==> config.mk <==
export PLATFORM = sky130hd
export DESIGN_NAME = soc_addr_map_responder
export DESIGN_NICKNAME = d
export VERILOG_FILES = /design/src/rtl/soc_addr_map_responder.sv
export SDC_FILE = /design/constraint.sdc
export NUM_CORES = 1
export LEC_CHECK = 0
export ABC_AREA = 1
export CELL_PAD_IN_SITES_DETAIL_PLACEMENT = 0
export CELL_PAD_IN_SITES_GLOBAL_PLACEMENT = 1
export CORE_ASPECT_RATIO = 0.8
export CORE_MARGIN = 1
export CORE_UTILIZATION = 15
export CTS_CLUSTER_DIAMETER = 150
export CTS_CLUSTER_SIZE = 25
export DETAILED_ROUTE_END_ITERATION = 10
export PLACE_DENSITY_LB_ADDON = 0.1
export SETUP_SLACK_MARGIN = 0.15
export SLEW_MARGIN = 10
export SYNTH_ARGS = -nofsm -noshare
export SYNTH_HDL_FRONTEND = slang
export SYNTH_SLANG_ARGS = --single-unit
==> constraint.sdc <==
create_clock -name clk_i -period 2.15 [get_ports clk_i]
set_clock_uncertainty 0.05 [all_clocks]
set_input_delay 0.3225 -clock clk_i [delete_from_list [all_inputs] [get_ports clk_i]]
set_output_delay 0.3225 -clock clk_i [all_outputs]
set_load 0.02 [all_outputs]
==> src/rtl/soc_addr_map_responder.sv <==
`default_nettype none
// ============================================================================
// Module   : soc_addr_map_responder
// Brief    : AXI-Lite read-only responder exposing the SoC address map
//            (rule count, ID word, base/length per crossbar slave index).
// Revision : 1.0 - initial release
// ============================================================================
module soc_addr_map_responder #(
    parameter int unsigned                  NUM_RULES   = 13,
    parameter logic [NUM_RULES-1:0][63:0]   RULE_BASE   = '0,
    parameter logic [NUM_RULES-1:0][63:0]   RULE_LENGTH = '0,
    parameter logic [31:0]                  ID_CODE     = 32'h20001001,
    parameter int unsigned                  ADDR_WIDTH  = 32
) (
    input  logic                  clk_i,
    input  logic                  rst_ni,
    // write address channel
    input  logic [ADDR_WIDTH-1:0] awaddr_i,
    input  logic                  awvalid_i,
    output logic                  awready_o,
    // write data channel
    input  logic [63:0]           wdata_i,
    input  logic [7:0]            wstrb_i,
    input  logic                  wvalid_i,
    output logic                  wready_o,
    // write response channel
    output logic [1:0]            bresp_o,
    output logic                  bvalid_o,
    input  logic                  bready_i,
    // read address channel
    input  logic [ADDR_WIDTH-1:0] araddr_i,
    input  logic                  arvalid_i,
    output logic                  arready_o,
    // read data channel
    output logic [63:0]           rdata_o,
    output logic [1:0]            rresp_o,
    output logic                  rvalid_o,
    input  logic                  rready_i
);

    localparam logic [1:0] c_resp_okay   = 2'b00;
    localparam logic [1:0] c_resp_slverr = 2'b10;
    localparam logic [1:0] c_resp_decerr = 2'b11;
    localparam logic [7:0] c_num_rules   = 8'(NUM_RULES);

    // Maps a 12-bit window offset to {resp, data}. Misalignment wins over
    // decode; table entries start at 0x100 with a 16-byte stride, base in
    // the low doubleword and length in the high doubleword.
    function automatic logic [65:0] f_decode(input logic [11:0] off);
        logic [7:0]  idx;
        logic [65:0] res;
        res = {c_resp_decerr, 64'h0};
        idx = off[11:4] - 8'd16;
        if (off[2:0] != 3'b000) begin
            res = {c_resp_slverr, 64'h0};
        end else if (off == 12'h000) begin
            res = {c_resp_okay, 64'(NUM_RULES)};
        end else if (off == 12'h008) begin
            res = {c_resp_okay, 32'h0, ID_CODE};
        end else if ((off[11:8] != 4'h0) && (idx < c_num_rules)) begin
            for (int i = 0; i < NUM_RULES; i++) begin
                if (idx == 8'(i)) begin
                    res = {c_resp_okay, (off[3] ? RULE_LENGTH[i] : RULE_BASE[i])};
                end
            end
        end
        return res;
    endfunction

    // Only the 4 KiB window offset is decoded; write payload is discarded.
    logic w_unused;
    assign w_unused = ^{awaddr_i[ADDR_WIDTH-1:12], araddr_i[ADDR_WIDTH-1:12],
                        wdata_i, wstrb_i};

    // ------------------------------------------------------------------
    // Read path
    // ------------------------------------------------------------------
    typedef enum logic [0:0] {
        R_IDLE = 1'b0,
        R_RESP = 1'b1
    } r_state_e;

    r_state_e    r_rd_state;
    r_state_e    w_rd_state_next;
    logic        w_rd_capture;
    logic [63:0] r_rdata;
    logic [1:0]  r_rresp;

    // Read FSM state register
    always_ff @(posedge clk_i or negedge rst_ni) begin
        if (!rst_ni) begin
            r_rd_state <= R_IDLE;
        end else begin
            r_rd_state <= w_rd_state_next;
        end
    end

    // Read FSM next-state and capture strobe
    always_comb begin
        w_rd_state_next = r_rd_state;
        w_rd_capture    = 1'b0;
        case (r_rd_state)
            R_IDLE: begin
                if (arvalid_i) begin
                    w_rd_capture    = 1'b1;
                    w_rd_state_next = R_RESP;
                end
            end
            R_RESP: begin
                if (rready_i) begin
                    w_rd_state_next = R_IDLE;
                end
            end
            default: w_rd_state_next = R_IDLE;
        endcase
    end

    // Read data/response register, loaded only on AR acceptance
    always_ff @(posedge clk_i or negedge rst_ni) begin
        if (!rst_ni) begin
            r_rdata <= 64'h0;
            r_rresp <= c_resp_okay;
        end else if (w_rd_capture) begin
            {r_rresp, r_rdata} <= f_decode(araddr_i[11:0]);
        end
    end

    assign arready_o = (r_rd_state == R_IDLE);
    assign rvalid_o  = (r_rd_state == R_RESP);
    assign rdata_o   = r_rdata;
    assign rresp_o   = r_rresp;

    // ------------------------------------------------------------------
    // Write path: the table is read-only, so every write is answered with
    // an error; only the AW offset decides which error.
    // ------------------------------------------------------------------
    logic        r_aw_held;
    logic        r_w_held;
    logic [11:0] r_aw_off;
    logic        r_bvalid;
    logic [1:0]  r_bresp;
    logic        w_aw_hs;
    logic        w_w_hs;
    logic        w_aw_held_next;
    logic        w_w_held_next;
    logic [11:0] w_aw_off;
    logic [65:0] w_aw_dec;
    logic [1:0]  w_bresp_next;

    assign awready_o = !r_aw_held && !r_bvalid;
    assign wready_o  = !r_w_held  && !r_bvalid;
    assign w_aw_hs   = awvalid_i && awready_o;
    assign w_w_hs    = wvalid_i  && wready_o;

    // Looking at the post-handshake flags lets B issue the cycle after the
    // later of the two handshakes rather than one cycle later.
    assign w_aw_held_next = r_aw_held || w_aw_hs;
    assign w_w_held_next  = r_w_held  || w_w_hs;
    assign w_aw_off       = w_aw_hs ? awaddr_i[11:0] : r_aw_off;
    assign w_aw_dec       = f_decode(w_aw_off);
    assign w_bresp_next   = (w_aw_dec[65:64] == c_resp_decerr) ? c_resp_decerr
                                                               : c_resp_slverr;

    // Write holding flags and B response generation
    always_ff @(posedge clk_i or negedge rst_ni) begin
        if (!rst_ni) begin
            r_aw_held <= 1'b0;
            r_w_held  <= 1'b0;
            r_aw_off  <= 12'h0;
            r_bvalid  <= 1'b0;
            r_bresp   <= c_resp_okay;
        end else if (r_bvalid) begin
            if (bready_i) begin
                r_bvalid  <= 1'b0;
                r_aw_held <= 1'b0;
                r_w_held  <= 1'b0;
            end
        end else begin
            r_aw_held <= w_aw_held_next;
            r_w_held  <= w_w_held_next;
            if (w_aw_hs) begin
                r_aw_off <= awaddr_i[11:0];
            end
            if (w_aw_held_next && w_w_held_next) begin
                r_bvalid <= 1'b1;
                r_bresp  <= w_bresp_next;
            end
        end
    end

    assign bvalid_o = r_bvalid;
    assign bresp_o  = r_bresp;

endmodule
`default_nettype wire

==> results of run 1 <==
## critical path, cell delays in order, from the launching register on
cell             delay [ps]
dfrtp_1                 460
nor2_1                  160
clkdlybuf4s50_1         620
## state kept, by name, summed over array words and instances, names as in the netlist
| name | cells |
|---|---|
| r_aw_off | 11 |
| r_w_held | 1 |
| rdata_o | 3 |
| rvalid_o | 1 |
| bresp_o | 2 |
| r_aw_held | 1 |
| rresp_o | 2 |
| bvalid_o | 1 |
## cell usage in the layout (no fill, tap or decap)
cell / Yosys / final
o21ai_0: 9 / 9
nand3_1: 9 / 9
buf_4: 61 / 4
nand2_4: 1 / 1
nor2_4: 1 / 1
inv_1: 19 / 19
nand3b_1: 3 / 3
conb_1: 1 / 59
dfrtp_1: 22 / 22
o21ai_2: 2 / 2
nor2_1: 10 / 10
dlygate4sd2_1: 0 / 1
o21ai_1: 2 / 2
o21bai_1: 1 / 1
nand2_2: 2 / 2
a31oi_1: 1 / 1
clkbuf_16: 0 / 3
or2_2: 1 / 1
a21oi_2: 1 / 1
nor3_1: 1 / 1
clkdlybuf4s50_1: 0 / 42
nand2_1: 36 / 36
## final cells by class
class | instances | area, µm²
repair buffers | 47 | 459.2
fillers | 1082 | 7701
multi-input cells | 139 | 603.1
well taps | 119 | 148.9
flip-flops and latches | 22 | 550.5
inverters | 19 | 71.32
clock buffers | 3 | 75.07
## through the flow
step | cells | hold WS [ps] | worst slack [ps] | power [W] | util [%]
6_report | 349 | 382.5 | 280.4 | 0.001710 | 19.86
5_1_grt | 349 | 430.3 | 191.7 | 0.001872 | 19.86
4_1_cts | 349 | 406.2 | 270.4 | 0.001751 | 19.86
3_5_place_dp | 346 | 405.6 | 307.6 | 0.001350 | 19.09
3_3_place_gp | 346 | 399.7 | 262.9 | 0.001352 | 19.09
2_1_floorplan | 243 | -23.09 | 568.0 | 0.001186 | -
## logic make-up (layout without fill, tap and decap cells)
| kind of cell | count (synthesis) | count (layout) | synth area share, % |
|---|---|---|---|
| buf+inv | 82 | 69 | 36.82 |
| simple gates | 64 | 64 | 19.34 |
| flops | 22 | 22 | 37.16 |
| compound gates | 16 | 16 | 6.420 |
| other cells | 1 | 59 | 0.2531 |
## path summary, 6_finish.rpt
path / start / end / slack (ps) / depth (start not counted)
max: bvalid_o / wready_o / 280 / 2
min: rst_ni / r_aw_off[4] / 380 / 2
max reg2reg: bvalid_o / bresp_o[0] / 410 / 8
min reg2reg: r_aw_off[11] / r_aw_off[11] / 420 / 2
max in group asynchronous: rst_ni / r_aw_held / 1420 / 2
min in group clk_i: r_aw_off[11] / r_aw_off[11] / 420 / 2
## power by group through the flow
stage | logic (W) | clock network [W] | registers (W)
detailed placement | 0.000728 | 0 | 0.000623
global route | 0.000812 | 0.000427 | 0.000632
floorplan | 0.000551 | 0 | 0.000635
global placement | 0.000731 | 0 | 0.000621
CTS | 0.000722 | 0.000413 | 0.000615
finish | 0.000706 | 0.000390 | 0.000614
## synthesized netlist by cell type (2+ instances only)
master,number,area share (%)
buf_4,61,31
dfrtp_1,22,37
inv_1,19,4.8
nand2_1,36,9.1
nand2_2,2,0.84
nand3_1,9,3.0
nand3b_1,3,1.5
nor2_1,10,2.5
o21ai_0,9,3.0
o21ai_1,2,0.68
o21ai_2,2,1.2
## per-layer routing
metal	global-route usage (%)	wire [µm]	up-vias
met2	9.560	1341	47
met1	9.139	1613	455
met4	0.9868	20	0
met5	0	0	-
li1	-	-	535
met3	2.819	265	2
## timing repair
| action | in CTS | in global routing |
|---|---|---|
| buffers inserted | 0 | 0 |
| setup endpoints to repair | 1 | 0 |
| resized for setup | 1 | 0 |
==> results.json, run 1 <==
{
  "status": "completed",
  "synth_ff_type": "dfrtp_1",
  "hold_buffers": 0,
  "period_share_pct": 86.96,
  "fp.dieH_um": 90.89,
  "synth-async-reset-ratio_pct": 100.0,
  "pwr-share-seq_pct": 35.9,
  "drive_above_1_share_pct": 6.522,
  "hpwl_um": 2495,
  "core-area_mm2": 0.009609,
  "max-clock-path-buffers": 2,
  "arrival_ps": 1500,
  "final_hold_viol_count": 0,
  "grt_pass1_wl_um": 5126,
  "synth_area_mm2": 0.001481,
  "syn_inst": 185,
  "cp-start-kind": "register",
  "worstPathMaxFanout": 5,
  "worstPathRequired_ps": 1780,
  "placed_area_mm2": 0.001834,
  "critPathKind": "register to output pin",
  "antenna_cells": 0,
  "hold_path.class": "input port to asynchronous set/reset pin",
  "synth_seq_cells": 22,
  "yosys_warnings": 0,
  "layout.nets": 375,
  "start_util_pct": 15.42,
  "maxSlewViolCount": 0,
  "power.density_mw_per_mm2": 896.1,
  "fin_setup_tns_ps": 0,
  "drcViolationCount": 0,
  "clk_pin_slew_worst_paths_ps": 60,
  "ir_drop_uv": 345.8,
  "comb_power_share_pct": 41.3,
  "synth_edf_count": 0,
  "synth.distinct_cells": 21,
  "numCtsBuffers": 3,
  "pwr-share-clk_pct": 22.8,
  "synth_area_per_cell_um2": 8.008,
  "fin_crit_ps": 1870,
  "wl_per_cell_um": 9.284,
  "antenna_found_initial": 0,
  "leakagePower_nw": 0.9565,
  "fmax_mhz": 534.9,
  "ioPinCount": 216,
  "via_count": 1039,
  "viasPerCell": 2.977,
  "syn2layout_area_growth_pct": 28.80,
  "rows": 32,
  "io_buffers": 43,
  "rsz0062_at_grt": "false",
  "drv_cap": 0,
  "first_global_vias": 969,
  "grt_use_total_pct": 6.592,
  "clk_latency_ps": 250,
  "end_kind": "output pin",
  "drt-pass1-iter-count": 4,
  "cts_root_buf": "clkbuf_16",
  "ys_seq_area_share_pct": 37.16,
  "cts.sinks": 22,
  "sw_frac_of_total_pct": 38.87,
  "p_int_w": 0.001045,
  "drt_iter0_drc": 33,
  "grt_max_degree": 23,
  "htreeDepth": 1,
  "net-switching-power_w": 0.0006646,
  "setup_viol": 0,
  "fin_area_mm2": 0.001908,
  "dieWidth_um": 113.1,
  "place_congestion": 0.6852,
  "die_area_mm2": 0.01028,
  "cts_tree": "built",
  "wirelength_um": 3240,
  "ant_nets": 0,
  "grt_overflow_total": 0
}
Power figures use the tool's default switching activity.
==> run 2: changes to the inputs <==
CELL_PAD_IN_SITES_DETAIL_PLACEMENT = default   (was 0)
CELL_PAD_IN_SITES_GLOBAL_PLACEMENT = default   (was 1)
CORE_AREA = 2 2 84 86   (was default)
CORE_ASPECT_RATIO = default   (was 0.8)
CORE_MARGIN = default   (was 1)
CORE_UTILIZATION = default   (was 15)
DIE_AREA = 0 0 86 88   (was default)
GPL_ROUTABILITY_DRIVEN = 1   (was default)
PLACE_DENSITY = 0.77   (was default)
PLACE_DENSITY_LB_ADDON = default   (was 0.1)
==> results.json, run 2 (synthesis results as in run 1) <==
{
  "ant_nets": 0,
  "clk_latency_ps": 260,
  "die_area_mm2": 0.007568,
  "leakagePower_nw": 0.9508,
  "syn2layout_area_growth_pct": 24.75,
  "final_common_cell": "conb_1",
  "dieWidth_um": 86,
  "drt-pass1-iter-count": 4,
  "hpwl_um": 2264,
  "critPathKind": "register to output pin",
  "largest_register_ffs": 11,
  "final_hold_viol_count": 0,
  "drv_cap": 0,
  "rows": 30,
  "core-area_mm2": 0.006644,
  "drive_above_1_share_pct": 6.522,
  "grt_max_degree": 23,
  "rsz0062_at_grt": "false",
  "drt_iter0_drc": 24,
  "layout.nets": 374,
  "cp-start-kind": "register",
  "fp.dieH_um": 88,
  "ir_drop_uv": 197.6,
  "wirelength_um": 2799,
  "htreeDepth": 1,
  "crit_start": "bvalid_o",
  "status": "completed",
  "grt_pass1_wl_um": 4195,
  "maxSlewViolCount": 0,
  "reg2reg_slack_ps": 460,
  "wl_per_cell_um": 9.029,
  "worstPathMaxFanout": 5,
  "end_kind": "output pin",
  "post-place-ws_ps": 353.7,
  "grt_overflow_total": 0,
  "antenna_cells": 0,
  "place_congestion": 0.7265,
  "numCtsBuffers": 3,
  "via_count": 1075,
  "setup_viol": 0,
  "period_share_pct": 85.60,
  "ioPinCount": 216,
  "hold_path.class": "input port to asynchronous set/reset pin",
  "io_buffers": 43,
  "cts_tree": "built",
  "power.density_mw_per_mm2": 915.1,
  "grt_use_total_pct": 7.132,
  "worstPathRequired_ps": 1780,
  "worst_slack_ps": 309.5,
  "final_cell_mix": "conb_1 (59), clkdlybuf4s50_1 (42), nand2_1 (36)",
  "first_global_vias": 952,
  "hold_buffers": 0,
  "fin_setup_tns_ps": 0,
  "cts_root_buf": "clkbuf_8",
  "cts.sinks": 22,
  "fin_crit_ps": 1841,
  "top_register": "r_aw_off",
  "clk_pin_slew_worst_paths_ps": 80,
  "arrival_ps": 1470,
  "fmax_mhz": 543.3,
  "max-clock-path-buffers": 2,
  "viasPerCell": 3.468,
  "start_util_pct": 22.30,
  "antenna_found_initial": 0,
  "rr_startpoint": "bvalid_o",
  "drcViolationCount": 0
}
-- run 2: changes by cell type in the layout (fill, tap and decap cells not counted), sizes merged --
cell    change
buf         -1
bufinv      +1
-- run 2: area by class of cell --
class                           count  area [µm²]
Fill cell                         710        4796
Multi-Input combinational cell    139       603.1
Sequential cell                    22       550.5
Timing Repair Buffer               46       451.7
Tap cell                           80       100.1
Inverter                           19       71.32
Clock buffer                        3       41.29
Clock inverter                      1       30.03
-- run 2: metrics by stage --
| step | total power [W] | area (µm²) | util [%] | hold slack (ps) | std cells |
|---|---|---|---|---|---|
| 3_5_place_dp | 0.001332 | 1778 | 26.76 | 418.0 | 306 |
| 6_report | 0.001691 | 1848 | 27.82 | 357.1 | 310 |
| 5_1_grt | 0.001828 | 1848 | 27.82 | 399.9 | 310 |
| 2_1_floorplan | 0.001186 | 1699 | - | -23.09 | 243 |
| 4_1_cts | 0.001717 | 1848 | 27.82 | 365.1 | 310 |
| 3_3_place_gp | 0.001298 | 1778 | 26.76 | 399.8 | 306 |
-- run 2: worst paths after layout --
kind,to,cells past startpoint
max,wready_o,2
min,r_aw_off[4],2
max reg2reg,bresp_o[0],8
min reg2reg,r_aw_off[1],2
max in group asynchronous,bresp_o[0],2
min in group clk_i,r_aw_off[1],2
-- run 2: power breakdown --
part,internal [W],switching (W),total [W]
clock,0.000249,0.000135,0.000384
combinational,0.000251,0.000438,0.000689
sequential,0.000546,0.0000725,0.000618
-- run 2: worst max-delay path, cell delays in order, from the launching register on --
cell and delay (ps):
dfrtp_1 470, nor2_1 130, clkdlybuf4s50_1 610
-- run 2: repair_timing --
action                                  in CTS  in global routing
resized for setup                            1                  0
endpoints found under the setup margin       1                  0
setup buffers                                0                  0
-- run 2: per-layer routing --
layer	up-vias	part of all wire, %	global-route usage [%]
met2	62	49	11.70
met4	0	0.96	2.165
met1	475	38	8.588
met5	-	0	0
met3	4	12	2.922
li1	534	-	-
==> run 3: changes to the inputs <==
CTS_CLUSTER_SIZE = 14   (was 25)
==> results of run 3 <==
The final DEF is identical to that of run 2; final timing and power are the same.
